File: config.mk
export PLATFORM = sky130hd
export DESIGN_NAME = lockstep_sync
export DESIGN_NICKNAME = d
export VERILOG_FILES = /design/src/rtl/lockstep_pkg.sv /design/src/rtl/lockstep_chan.sv /design/src/rtl/lockstep_sync.sv
export SDC_FILE = /design/constraint.sdc
export NUM_CORES = 1
export LEC_CHECK = 0
export CORE_MARGIN = 2
export CORE_UTILIZATION = 48
export DETAILED_ROUTE_END_ITERATION = 7
export PLACE_DENSITY = 0.77
export RECOVER_POWER = 50
export SLEW_MARGIN = 0
export SYNTH_ARGS = -nofsm -noshare
export SYNTH_HDL_FRONTEND = slang
export SYNTH_HIERARCHICAL = 1
export SYNTH_SLANG_ARGS = --single-unit
File: constraint.sdc
create_clock -name clk_i -period 16.25 [get_ports clk_i]
set_clock_uncertainty 0.15 [all_clocks]
set_input_delay 2.4375 -clock clk_i [delete_from_list [all_inputs] [get_ports clk_i]]
set_output_delay 2.4375 -clock clk_i [all_outputs]
set_load 0.02 [all_outputs]
File: src/rtl/lockstep_pkg.sv
// Shared definitions for the lockstep synchroniser: FSM states, default
// channel count, data width, timeout and phase-counter width.
package lockstep_pkg;

  localparam int unsigned DEF_NB_CORES   = 8;
  localparam int unsigned DEF_DATA_WIDTH = 32;
  localparam int unsigned DEF_TIMEOUT    = 255;
  localparam int unsigned CNT_W          = 16;

  typedef enum logic [2:0] {
    IDLE,
    GATHER_GNT,
    RELEASE_GNT,
    GATHER_RSP,
    RELEASE_RSP
  } state_e;

endpackage

File: src/rtl/lockstep_chan.sv
// One core/memory channel: masks the forwarded request, remembers whether the
// grant and response have been seen, and captures the response data.
module lockstep_chan
  import lockstep_pkg::*;
#(
  parameter int unsigned DATA_WIDTH = DEF_DATA_WIDTH
) (
  input  logic                  clk_i,
  input  logic                  rst_ni,
  input  logic                  clear_i,
  input  logic                  drive_i,
  input  logic                  gnt_phase_i,
  input  logic                  rsp_phase_i,
  input  logic                  gnt_i,
  input  logic                  rvalid_i,
  input  logic [DATA_WIDTH-1:0] rdata_i,
  output logic                  req_o,
  output logic                  gnt_done_o,
  output logic                  rsp_done_o,
  output logic [DATA_WIDTH-1:0] capture_o
);

  logic                  gnt_seen_q, gnt_seen_d;
  logic                  rsp_seen_q, rsp_seen_d;
  logic [DATA_WIDTH-1:0] capture_q, capture_d;

  // NOTE: every signal written here gets a default first, so no latch is inferred.
  always_comb begin
    gnt_seen_d = gnt_seen_q;
    rsp_seen_d = rsp_seen_q;
    capture_d  = capture_q;
    if (clear_i) begin
      gnt_seen_d = 1'b0;
      rsp_seen_d = 1'b0;
    end else begin
      if (gnt_phase_i && drive_i && gnt_i) gnt_seen_d = 1'b1;
      if (rsp_phase_i && drive_i && rvalid_i) begin
        rsp_seen_d = 1'b1;
        capture_d  = rdata_i;
      end
    end
  end

  // NOTE: state registers use non-blocking assignments only; blocking ones would race other flops.
  always_ff @(posedge clk_i or negedge rst_ni) begin
    if (!rst_ni) begin
      gnt_seen_q <= 1'b0;
      rsp_seen_q <= 1'b0;
      // NOTE: the capture register is reset because released data must read 0 after reset.
      capture_q  <= '0;
    end else begin
      gnt_seen_q <= gnt_seen_d;
      rsp_seen_q <= rsp_seen_d;
      capture_q  <= capture_d;
    end
  end

  // Undriven channels count as done; "done" includes an event arriving this cycle.
  assign req_o      = gnt_phase_i & drive_i & ~gnt_seen_q;
  assign gnt_done_o = ~drive_i | gnt_seen_q | gnt_i;
  assign rsp_done_o = ~drive_i | rsp_seen_q | rvalid_i;
  assign capture_o  = capture_q;

endmodule

File: src/rtl/lockstep_sync.sv
// Lockstep synchroniser: gathers per-core grants/responses and releases them to
// all participating cores in the same cycle, or passes everything through.
module lockstep_sync
  import lockstep_pkg::*;
#(
  parameter int unsigned NB_CORES   = DEF_NB_CORES,
  parameter int unsigned DATA_WIDTH = DEF_DATA_WIDTH,
  parameter int unsigned TIMEOUT    = DEF_TIMEOUT
) (
  input  logic                                clk_i,
  input  logic                                rst_ni,
  input  logic                                lockstep_en_i,
  input  logic                                bcast_i,
  input  logic [NB_CORES-1:0]                 req_i,
  output logic [NB_CORES-1:0]                 gnt_o,
  output logic [NB_CORES-1:0]                 rvalid_o,
  output logic [NB_CORES-1:0][DATA_WIDTH-1:0] rdata_o,
  output logic [NB_CORES-1:0]                 req_o,
  input  logic [NB_CORES-1:0]                 gnt_i,
  input  logic [NB_CORES-1:0]                 rvalid_i,
  input  logic [NB_CORES-1:0][DATA_WIDTH-1:0] rdata_i,
  output logic                                err_timeout_o,
  input  logic                                err_clr_i
);

  // Reset asserts asynchronously and is released synchronously to clk_i.
  logic [1:0] rst_sync_q;
  logic       rst_n;

  always_ff @(posedge clk_i or negedge rst_ni) begin
    if (!rst_ni) rst_sync_q <= '0;
    else         rst_sync_q <= {rst_sync_q[0], 1'b1};
  end
  assign rst_n = rst_sync_q[1];

  state_e                             state_q, state_d;
  logic [NB_CORES-1:0]                part_mask_q, part_mask_d;
  logic                               bcast_q, bcast_d;
  logic [CNT_W-1:0]                   cnt_q, cnt_d, cnt_inc;
  logic                               err_q, err_d;
  logic [NB_CORES-1:0][DATA_WIDTH-1:0] hold_q, hold_d;

  logic [NB_CORES-1:0]                 leader, drive, chan_req, gnt_done, rsp_done;
  logic [NB_CORES-1:0][DATA_WIDTH-1:0] capture, rel_data;
  logic [DATA_WIDTH-1:0]               leader_data;
  logic start, gnt_phase, rsp_phase, in_gather, timeout_hit, transparent;

  // A broadcast is issued once, on the lowest participating channel.
  assign leader      = part_mask_q & (~part_mask_q + NB_CORES'(1));
  assign drive       = bcast_q ? leader : part_mask_q;
  assign start       = (state_q == IDLE) && lockstep_en_i && (|req_i);
  assign gnt_phase   = (state_q == GATHER_GNT);
  assign rsp_phase   = (state_q == GATHER_GNT) || (state_q == RELEASE_GNT) ||
                       (state_q == GATHER_RSP);
  assign in_gather   = (state_q == GATHER_GNT) || (state_q == GATHER_RSP);
  assign transparent = (state_q == IDLE) && !lockstep_en_i;

  for (genvar g = 0; g < NB_CORES; g++) begin : g_chan
    lockstep_chan #(.DATA_WIDTH(DATA_WIDTH)) u_chan (
      .clk_i       (clk_i),
      .rst_ni      (rst_n),
      .clear_i     (start),
      .drive_i     (drive[g]),
      .gnt_phase_i (gnt_phase),
      .rsp_phase_i (rsp_phase),
      .gnt_i       (gnt_i[g]),
      .rvalid_i    (rvalid_i[g]),
      .rdata_i     (rdata_i[g]),
      .req_o       (chan_req[g]),
      .gnt_done_o  (gnt_done[g]),
      .rsp_done_o  (rsp_done[g]),
      .capture_o   (capture[g])
    );
  end

  always_comb begin
    leader_data = '0;
    for (int k = 0; k < NB_CORES; k++) begin
      if (leader[k]) leader_data = capture[k];
    end
    for (int k = 0; k < NB_CORES; k++) begin
      rel_data[k] = bcast_q ? leader_data : capture[k];
    end
  end

  assign cnt_inc     = (cnt_q == '1) ? cnt_q : cnt_q + CNT_W'(1);
  assign timeout_hit = in_gather && (cnt_inc == CNT_W'(TIMEOUT));

  always_comb begin
    state_d     = state_q;
    part_mask_d = part_mask_q;
    bcast_d     = bcast_q;
    cnt_d       = cnt_q;
    hold_d      = hold_q;
    unique case (state_q)
      IDLE: begin
        if (start) begin
          part_mask_d = req_i;
          bcast_d     = bcast_i;
          cnt_d       = '0;
          state_d     = GATHER_GNT;
        end
      end
      GATHER_GNT: begin
        cnt_d = cnt_inc;
        if (&gnt_done) state_d = RELEASE_GNT;
      end
      RELEASE_GNT: begin
        cnt_d   = '0;
        state_d = GATHER_RSP;
      end
      GATHER_RSP: begin
        cnt_d = cnt_inc;
        if (&rsp_done) state_d = RELEASE_RSP;
      end
      RELEASE_RSP: begin
        hold_d  = rel_data;
        state_d = IDLE;
      end
      default: state_d = IDLE;
    endcase
  end

  // A timeout set in the same cycle as a clear wins.
  always_comb begin
    err_d = err_q;
    if (timeout_hit)    err_d = 1'b1;
    else if (err_clr_i) err_d = 1'b0;
  end

  always_ff @(posedge clk_i or negedge rst_n) begin
    if (!rst_n) begin
      state_q     <= IDLE;
      part_mask_q <= '0;
      bcast_q     <= 1'b0;
      cnt_q       <= '0;
      err_q       <= 1'b0;
      hold_q      <= '0;
    end else begin
      state_q     <= state_d;
      part_mask_q <= part_mask_d;
      bcast_q     <= bcast_d;
      cnt_q       <= cnt_d;
      err_q       <= err_d;
      hold_q      <= hold_d;
    end
  end

  always_comb begin
    if (transparent) begin
      req_o    = req_i;
      gnt_o    = gnt_i;
      rvalid_o = rvalid_i;
      rdata_o  = rdata_i;
    end else begin
      req_o    = chan_req;
      gnt_o    = (state_q == RELEASE_GNT) ? part_mask_q : '0;
      rvalid_o = (state_q == RELEASE_RSP) ? part_mask_q : '0;
      rdata_o  = (state_q == RELEASE_RSP) ? rel_data : hold_q;
    end
  end

  assign err_timeout_o = err_q;

endmodule

==> summary by stage <==
Yosys
During synthesis, Yosys emitted a total of 6 warnings. The synthesized design devotes to its leading area cell type 44.7% of total area. In this run the cell area of the synthesized design comes to 31300 sq um. In this run, synthesis inferred 0 flip-flops with an integrated enable. After technology mapping, the gate count stands at 3233. The synthesized flop and latch total is 559.

After synthesis, the cell types taking the most area are sky130_fd_sc_hd__dfrtp_1 (45%), sky130_fd_sc_hd__mux2_4 (12%), sky130_fd_sc_hd__nand2_1 (6.6%), sky130_fd_sc_hd__a21oi_1 (6.1%), sky130_fd_sc_hd__a21oi_2 (4.9%). The prevailing post-synth register cell is sky130_fd_sc_hd__dfrtp_1. The net count after synthesis is 3519. The share of synthesized registers carrying an async set or reset is 100%. Of all cell types, the one taking the most synthesized area is sky130_fd_sc_hd__dfrtp_1. After synthesis, the netlist uses 66 different library cells.

The proportion of synthesized chip area in sequential cells is 44.7%. The mean area per synthesized cell is 9.69 sq um.

Clock tree
The hold buffer count at cts is 0. The number of CTS-inserted buffers is 66. The clock tree from TritonCTS is done.

The later pin in the worst-skew pair is clocked with a latency of 0.59 ns. The cell chosen for the clock root is sky130_fd_sc_hd__clkbuf_16. The clock tree synthesis step divided the H-tree into 3 levels. Counting every sink on the clock net gives 559.

The register clock-pin slew on the reported worst setup and hold paths is 0.06 ns. After clock tree synthesis, the repair step resized 0 gates. In this run the deepest clock path goes through 3 buffers.

In this run the post-CTS setup repair buffer count came out at 0.

GRT
The initial antenna violation count is 22. The leftover overflow at the end of global routing is 0. The first global-routing pass estimated 163000 microns of wire.

The via count of the first global-routing pass is 26.5k. For this run, the total global-route usage over all layers was measured as 31.7%. The maximum number of pins on one net before global-route repair is 240.

Floorplan
The cell row count is 93. The die is 259 microns wide. Measured along the y axis, the die boundary spans 259 microns.

The core outline area is 64500 sq um. The count of pins on the block boundary is 566. The die footprint is 67300 sq um. For this configuration, the core starts out at a cell density of 48.6%.

Final layout
The most frequent standard cell in the layout excluding fill and tap cells is sky130_fd_sc_hd__clkdlybuf4s50_1. The top cell types in the final layout, fill and taps aside, are sky130_fd_sc_hd__clkdlybuf4s50_1 (561), sky130_fd_sc_hd__dfrtp_1 (556), sky130_fd_sc_hd__nand2_1 (551), sky130_fd_sc_hd__a21oi_1 (381), sky130_fd_sc_hd__nor2_1 (302). The final layout net count is 3937.

Summing all multi-input logic gate instances after layout gives 15400 sq um. The area growth from synthesis to final layout is 23.9%. The filler cells instantiated in the layout total 5372. The post-route netlist has 15.1% of its cells at a drive strength greater than 1.

Cells fill 60.2% of the core in the end. The sequential cell area in the final layout is 14000 sq um. The finished layout cell area is 38800 sq um.

Worst setup path
The required time at the worst-slack endpoint is 13.66 ns. The critical path data arrival time is 9.31 ns. The worst setup path is of the register to primary output kind. STA classifies the critical path startpoint as a register. The largest driver fanout on the critical path is 72.

The worst setup path is captured at a primary output.

Min path
In this run the worst hold path is classified as register to register.

Outcome
The checks that failed: max-capacitance violations, max-slew violations. The run finished, with violations left.

STA
Setup repair after global routing left no endpoint under its margin. The clock period could shrink to 11.90 ns. The final number of setup-violating endpoints is 0. The total negative slack for setup checks is 0 ns. The final count of hold timing violations came to 0. The final period utilization is 73.2%. The fmax is 84.1 MHz. At the pin with the least slew margin, the transition time is 4.18 ns. In this run the tightest slew margin relative to its limit is -178%. The number of max-slew violations in the final report came to 436.

Run
Max-cap violations in this run came to 9.

Place
Once detailed placement completed, the half-perimeter wirelength came to 72000 microns. At the end of routability-driven placement, the weighted congestion stood at 0.950. The total cell area at the placement stage is 37000 sq um.

During placement, the flow inserted port buffers numbering 565.

Power and ir drop
IR analysis of the VDD net gives a maximum drop of 0.142 mV. The leakage power of the design is 17.0 nW. Power spread over the standard cell area amounts to 245 nW/um^2.

Detailed routing
Detailed routing placed a total of 50600 microns of wire on met2. The routed length on met1 is 45300 microns. The via count is 27.8k. The remaining antenna violation count is 0. The highest layer touched by signal routing is met5. After detailed routing, the total wire length is 110000 microns. After detailed routing, the number of remaining DRC violations is 0. In the detailed route, the total length drawn on met3 is 8710 microns. The vias per cell is 6.08. The number of detailed-route iterations in the first pass is 5.

The detailed router's first-iteration violation count is 3047. The average wire length per cell after detail routing is 24.1 microns.
==> where the power goes <==
group,internal [mW],total (mW),switching (mW)
logic,2.26,5.47,3.21
clock network,0.918,1.52,0.604
registers,2.08,2.52,0.449
==> worst max-delay path, stage by stage, from the launching register on <==
cell and delay (ns):
sky130_fd_sc_hd__dfrtp_4 0.44, sky130_fd_sc_hd__clkbuf_1 2.93, sky130_fd_sc_hd__or4_1 1.30, sky130_fd_sc_hd__clkbuf_1 1.49
sky130_fd_sc_hd__nor3_1 0.30, sky130_fd_sc_hd__a211oi_1 0.73, sky130_fd_sc_hd__o221ai_4 0.42, sky130_fd_sc_hd__a21oi_1 0.39
sky130_fd_sc_hd__clkdlybuf4s50_1 0.65
==> registers in the layout, indices dropped and copies added, names as in the netlist <==
register,count
state_q,3
hold_q,256
g_chan.u_chan/gnt_seen_q,8
part_mask_q,8
g_chan.u_chan/rsp_seen_q,8
err_timeout_o,1
g_chan.u_chan/capture_o,256
rst_sync_q,2
cnt_q,16
bcast_q,1
==> per-layer routing <==
metal  vias up  track usage [%]
met5         -                0
met4         6             16.8
met3       304             5.43
met2      1447             48.6
met1     13735             43.0
li1      12301                -
==> cell type report <==
class                           count  area share, %
Multi-Input combinational cell   2382           39.7
Sequential cell                   559           36.1
Timing Repair Buffer              603           15.3
Clock buffer                       92           5.04
Tap cell                          855           2.76
Clock inverter                     19          0.612
Inverter                           39          0.396
Antenna cell                       20          0.129
==> Yosys cell counts, types with 9 or more instances <==
| master | instances |
|---|---|
| sky130_fd_sc_hd__a211oi_1 | 31 |
| sky130_fd_sc_hd__a21oi_1 | 381 |
| sky130_fd_sc_hd__a21oi_2 | 175 |
| sky130_fd_sc_hd__a22o_1 | 45 |
| sky130_fd_sc_hd__a22oi_1 | 32 |
| sky130_fd_sc_hd__a31oi_1 | 34 |
| sky130_fd_sc_hd__and3_1 | 13 |
| sky130_fd_sc_hd__and3b_1 | 9 |
| sky130_fd_sc_hd__buf_1 | 21 |
| sky130_fd_sc_hd__buf_2 | 16 |
| sky130_fd_sc_hd__buf_6 | 58 |
| sky130_fd_sc_hd__clkbuf_1 | 151 |
| sky130_fd_sc_hd__dfrtp_1 | 559 |
| sky130_fd_sc_hd__inv_1 | 38 |
| sky130_fd_sc_hd__mux2_2 | 22 |
| sky130_fd_sc_hd__mux2_4 | 240 |
| sky130_fd_sc_hd__nand2_1 | 553 |
| sky130_fd_sc_hd__nand3_1 | 10 |
| sky130_fd_sc_hd__nand3b_1 | 32 |
| sky130_fd_sc_hd__nand4_1 | 15 |
| sky130_fd_sc_hd__nor2_1 | 303 |
| sky130_fd_sc_hd__nor3_1 | 65 |
| sky130_fd_sc_hd__o21ai_0 | 272 |
| sky130_fd_sc_hd__o221ai_4 | 30 |
| sky130_fd_sc_hd__o22a_1 | 31 |
==> path summary, 6_finish.rpt <==
check                                from             to  slack [ns]  cells past startpoint
setup / recovery           part_mask_q[1]   rdata_o[136]        4.35                      8
setup reg to reg           part_mask_q[1]    hold_q[200]        8.09                      7
min in group asynchronous   rst_sync_q[1]    hold_q[245]        0.86                      0
max in group asynchronous   rst_sync_q[1]     hold_q[47]        8.66                      2
hold reg to reg             rst_sync_q[0]  rst_sync_q[1]        0.20                      0
hold / removal              rst_sync_q[0]  rst_sync_q[1]        0.20                      0
==> kinds of logic (layout without fill, tap and decap cells) <==
| kind of cell | after synthesis | in the layout | share of synthesized area (%) |
|---|---|---|---|
| compound gates | 1062 | 1062 | 22.9 |
| xor+xnor | 1 | 1 | 0.0280 |
| fa+ha+maj | 1 | 1 | 0.0399 |
| buf+inv | 292 | 753 | 5.16 |
| flops | 559 | 559 | 44.7 |
| mux | 263 | 263 | 12.3 |
| other cells | 1 | 21 | 0.0120 |
| simple gates | 1054 | 1054 | 14.9 |
==> metrics by stage <==
stage | hold WS (ns) | std cells | total power [mW] | setup WS [ns]
after floorplan | 0.181 | 3233 | 6.01 | 7.00
after global placement | 0.187 | 4438 | 7.91 | 7.48
after detailed placement | 0.188 | 4438 | 8.00 | 7.43
after CTS | 0.200 | 4549 | 9.58 | 7.38
after global routing | 0.208 | 4566 | 10.0 | 4.24
final | 0.198 | 4569 | 9.52 | 4.35
No activity file was read; power rests on OpenSTA's default activity.
